## src/rtl/bit_seq.sv

```systemverilog
// rtl/bit_seq.sv - serial bit-pattern sequencer with programmable step divider
// Emits data_in bits LSB first, one step every len enabled cycles, wrapping forever.
module bit_seq #(
  parameter int DEPTH = 8
) (
  input  logic             clk,
  input  logic             rst,
  input  logic             ena,
  input  logic [DEPTH-1:0] data_in,
  input  logic [23:0]      len,
  output logic             data_out
);

  localparam int IW = (DEPTH > 1) ? $clog2(DEPTH) : 1;
  localparam logic [IW-1:0] LAST = IW'(DEPTH - 1);

  // Declaration initializers match reset so the block runs with rst tied low.
  logic [23:0]   div   = '0;
  logic [IW-1:0] idx   = '0;
  logic          out_q = 1'b0;

  logic [23:0] lim;
  logic        step;

  // len==0 behaves as len==1; >= lets a shrinking len step immediately.
  assign lim  = (len == 24'd0) ? 24'd0 : len - 24'd1;
  assign step = (div >= lim);

  always_ff @(posedge clk) begin
    if (rst) begin
      div   <= '0;
      idx   <= '0;
      out_q <= 1'b0;
    end else if (ena) begin
      if (step) begin
        div   <= '0;
        out_q <= data_in[idx];
        idx   <= (idx == LAST) ? '0 : idx + 1'b1;
      end else begin
        div <= div + 24'd1;
      end
    end
  end

  assign data_out = out_q;

endmodule

```

## config.mk

```make
export PLATFORM = sky130hd
export DESIGN_NAME = bit_seq
export DESIGN_NICKNAME = d
export VERILOG_FILES = /design/src/rtl/bit_seq.sv
export SDC_FILE = /design/constraint.sdc
export NUM_CORES = 1
export LEC_CHECK = 0
export ABC_AREA = 0
export BUFFER_PORTS_ARGS = -buffer_cell sky130_fd_sc_hd__buf_4
export CORE_UTILIZATION = 50
export DETAILED_ROUTE_END_ITERATION = 8
export PLACE_DENSITY = 0.79
export SLEW_MARGIN = 20
export SYNTH_ARGS = -nofsm -noshare
export SYNTH_HDL_FRONTEND = slang
export SYNTH_SLANG_ARGS = --single-unit
```

## constraint.sdc

```tcl
create_clock -name clk -period 5.4 [get_ports clk]
set_input_delay 1.62 -clock clk [delete_from_list [all_inputs] [get_ports clk]]
set_output_delay 1.62 -clock clk [all_outputs]
set_load 0.05 [all_outputs]
```

==> metrics <==
RSZ-0062 raised after global routing=no; initial antenna violation count=0; GR Util All Layers=21.8%; nature of the critical path endpoint=flip-flop; Skew-Pair Late Insertion Delay=0.27 ns; CP startpoint kind=input pin; Syn Nets=355; Setup Viol. Count Final=0; post-CTS resize count=0; largest net degree at the start of global routing=32; Yosys top cell by area=dfxtp_1; Post-Place Cells=~380; predominant post-synthesis flop cell=dfxtp_1; Cell Pwr Density=157 mW/mm^2; EDFF count, synth=0; fillers=about 400; asr flop ratio synth=0%; via count=2,160; Yosys top cell area share=23.5%; wire per inst=13.7 um; Tightest Hold Check Type=reg -> reg; IO Count=36; Antenna diodes=0; Slew headroom=68.0%; initial DRC count=just under 100; core box area=roughly 0.0045 mm^2; GR Overflow Total=0; # rows=24; Setup TNS=0 ns; CTS HTree Levels=1; vias in the first global route=between 2,000 and 2,500; IO Port Bufs=35; # DRC=0; CTS tree=done; synthesized cell area=0.00239 mm^2; Syn Area/Cell=8.20 um^2; Final Net Count=395; top post-synthesis cells by count=nand2_1 (35), nor3_1 (30), ha_1 (29); drt total wl=between 5000 and 6000 um; WP data arrival=a little over 5 ns; hold_sp=idx[2]$_SDFFE_PP0P_; clock skew=0.00532 ns; die area=0.00506 mm^2; Final Max Slew Viols=0; top-count cell post-synth=nand2_1; synth unique cells=44; CP Max Fanout=7; Area growth, synth to finish=17.8%; top area cells in the synthesized netlist=dfxtp_1 (23%), ha_1 (15%), xor2_1 (8.4%); Worst Max-Slew Pin Slew=0.477 ns; Req. time, crit path=around 5.6 ns; CTS Root Cell=clkbuf_8; Peak VDD IR=0.136 mV; Finished Layout Cells=382; Starting Density=53.4%; Tcrit/Tclk final=between 90% and 100%; Final GP Congestion=0.876; Final min period=~5 ns; Leakage Power=0.00121 uW; postcts setup bufs=0; reg-to-reg startpoint=div[23]$_SDFFE_PP0P_; Die Ht=71.1 um; clock tree buffer depth=2; cells on worst reg2reg path=6; Seq/Total Area, Yosys=about a quarter; reg2reg setup slack=3.09 ns; register bit total from synthesis=28; critical setup path kind=in -> reg; Fin. Hold Viols=0; outcome=completed; maxcap violations=0; CTS Buf Count=3; hpwl dp=4260 um; fmax=200 MHz; final design utilization=62.8%; Synthesis Warnings=0; Overall Power=442 uW; Via density=roughly 5.7; Detail Route Antenna Nets=0; Hold EP=idx[2]$_SDFFE_PP0P_; First-pass DRT Iterations=6; hold path cells=2; first-pass GRT wire length=between 8000 and 9000 um; worst reg2reg path endpoint=idx[0]$_SDFFE_PP0P_; Min Hold Slack=0.510 ns; clk slew on worst S/H paths=0.10 ns; Hold Buf Count CTS=0; Post-Syn Instances=slightly below 300; CTS Sinks=28; layout cells sized above 1=17.6%; die width=71.1 um
## layout make-up
class,count,area (um^2),share of cell area (%)
Multi-Input combinational cell,252,1780,63.3
Timing Repair Buffer,43,323,11.5
Clock inverter,1,30.0,1.07
Tap cell,52,65.1,2.31
Clock buffer,3,41.3,1.47
Inverter,3,11.3,0.401
Sequential cell,28,561,19.9
## worst max-delay path: stages
cell and delay (ns):
buf_4 0.11, or4_4 0.56, nor3_4 0.23, nand4_2 0.20
or4_4 0.47, nor3_2 0.12, a21oi_1 0.06, ha_1 0.31
nand4_1 0.13, nor4_1 0.38, a41oi_1 0.23, a21boi_2 0.39
mux2_2 0.38
## registers in the layout, indices dropped and copies added, names as in the netlist
name	count
data_out	1
div	24
idx	3
## cells in the final DEF (no fill, tap or decap), types with 3 or more instances in the layout
cell | synthesis | routed
nor2b_1 | 3 | 3
buf_4 | 0 | 43
nand3_1 | 10 | 10
nor3b_1 | 3 | 3
nor3_1 | 30 | 30
dfxtp_1 | 28 | 28
inv_1 | 3 | 3
a21o_1 | 4 | 4
and4_1 | 3 | 3
nor2_1 | 18 | 18
xor2_1 | 23 | 23
ha_1 | 29 | 29
nand4_1 | 10 | 10
clkbuf_8 | 0 | 3
a21oi_1 | 14 | 14
nor4_1 | 4 | 4
nand2_1 | 35 | 35
and3_1 | 6 | 6
mux2i_1 | 4 | 4
xnor2_1 | 12 | 12
nand2b_1 | 11 | 11
or4_1 | 3 | 3
o21ai_0 | 4 | 4
## through the flow
| step | setup WS (ns) | instance area, um^2 |
|---|---|---|
| 3_3_place_gp | 0.199 | 2740 |
| 6_report | 0.389 | 2810 |
| 4_1_cts | 0.395 | 2810 |
| 2_1_floorplan | 0.484 | 2390 |
| 5_1_grt | 0.225 | 2810 |
| 3_5_place_dp | 0.0856 | 2740 |
## cell families after synthesis
logic type	Yosys count	synth area share [%]
compound gates	35	9.80
xor+xnor	35	12.8
fa+ha+maj	29	15.2
buf+inv	11	1.94
flops	28	23.5
mux	8	4.51
simple gates	145	32.2
## worst max path at each step
stage / cells past startpoint / end / slack (ns) / startpoint
6_report: 13 / idx[0]$_SDFFE_PP0P_ / 0.39 / len[7]
4_1_cts: 13 / idx[0]$_SDFFE_PP0P_ / 0.40 / len[7]
3_3_place_gp: 13 / idx[0]$_SDFFE_PP0P_ / 0.20 / len[7]
3_5_place_dp: 13 / idx[0]$_SDFFE_PP0P_ / 0.09 / len[7]
2_1_floorplan: 12 / idx[0]$_SDFFE_PP0P_ / 0.48 / len[7]
5_1_grt: 13 / idx[0]$_SDFFE_PP0P_ / 0.22 / len[7]
## power by group
part	internal [uW]	switching [uW]
clock	99.2	64.0
combinational	36.2	34.2
sequential	208	1.36
## per-layer routing
layer | track usage [%] | share of wire [%] | vias to the layer above | routed length [um]
met5 | 0 | 0 | - | 0
met4 | 3.11 | 0.52 | 0 | 27
met3 | 3.56 | 3.1 | 4 | 160
met2 | 37.5 | 49 | 30 | 2550
met1 | 29.5 | 48 | 988 | 2500
li1 | - | - | 1138 | -
Power figures use the tool's default switching activity.
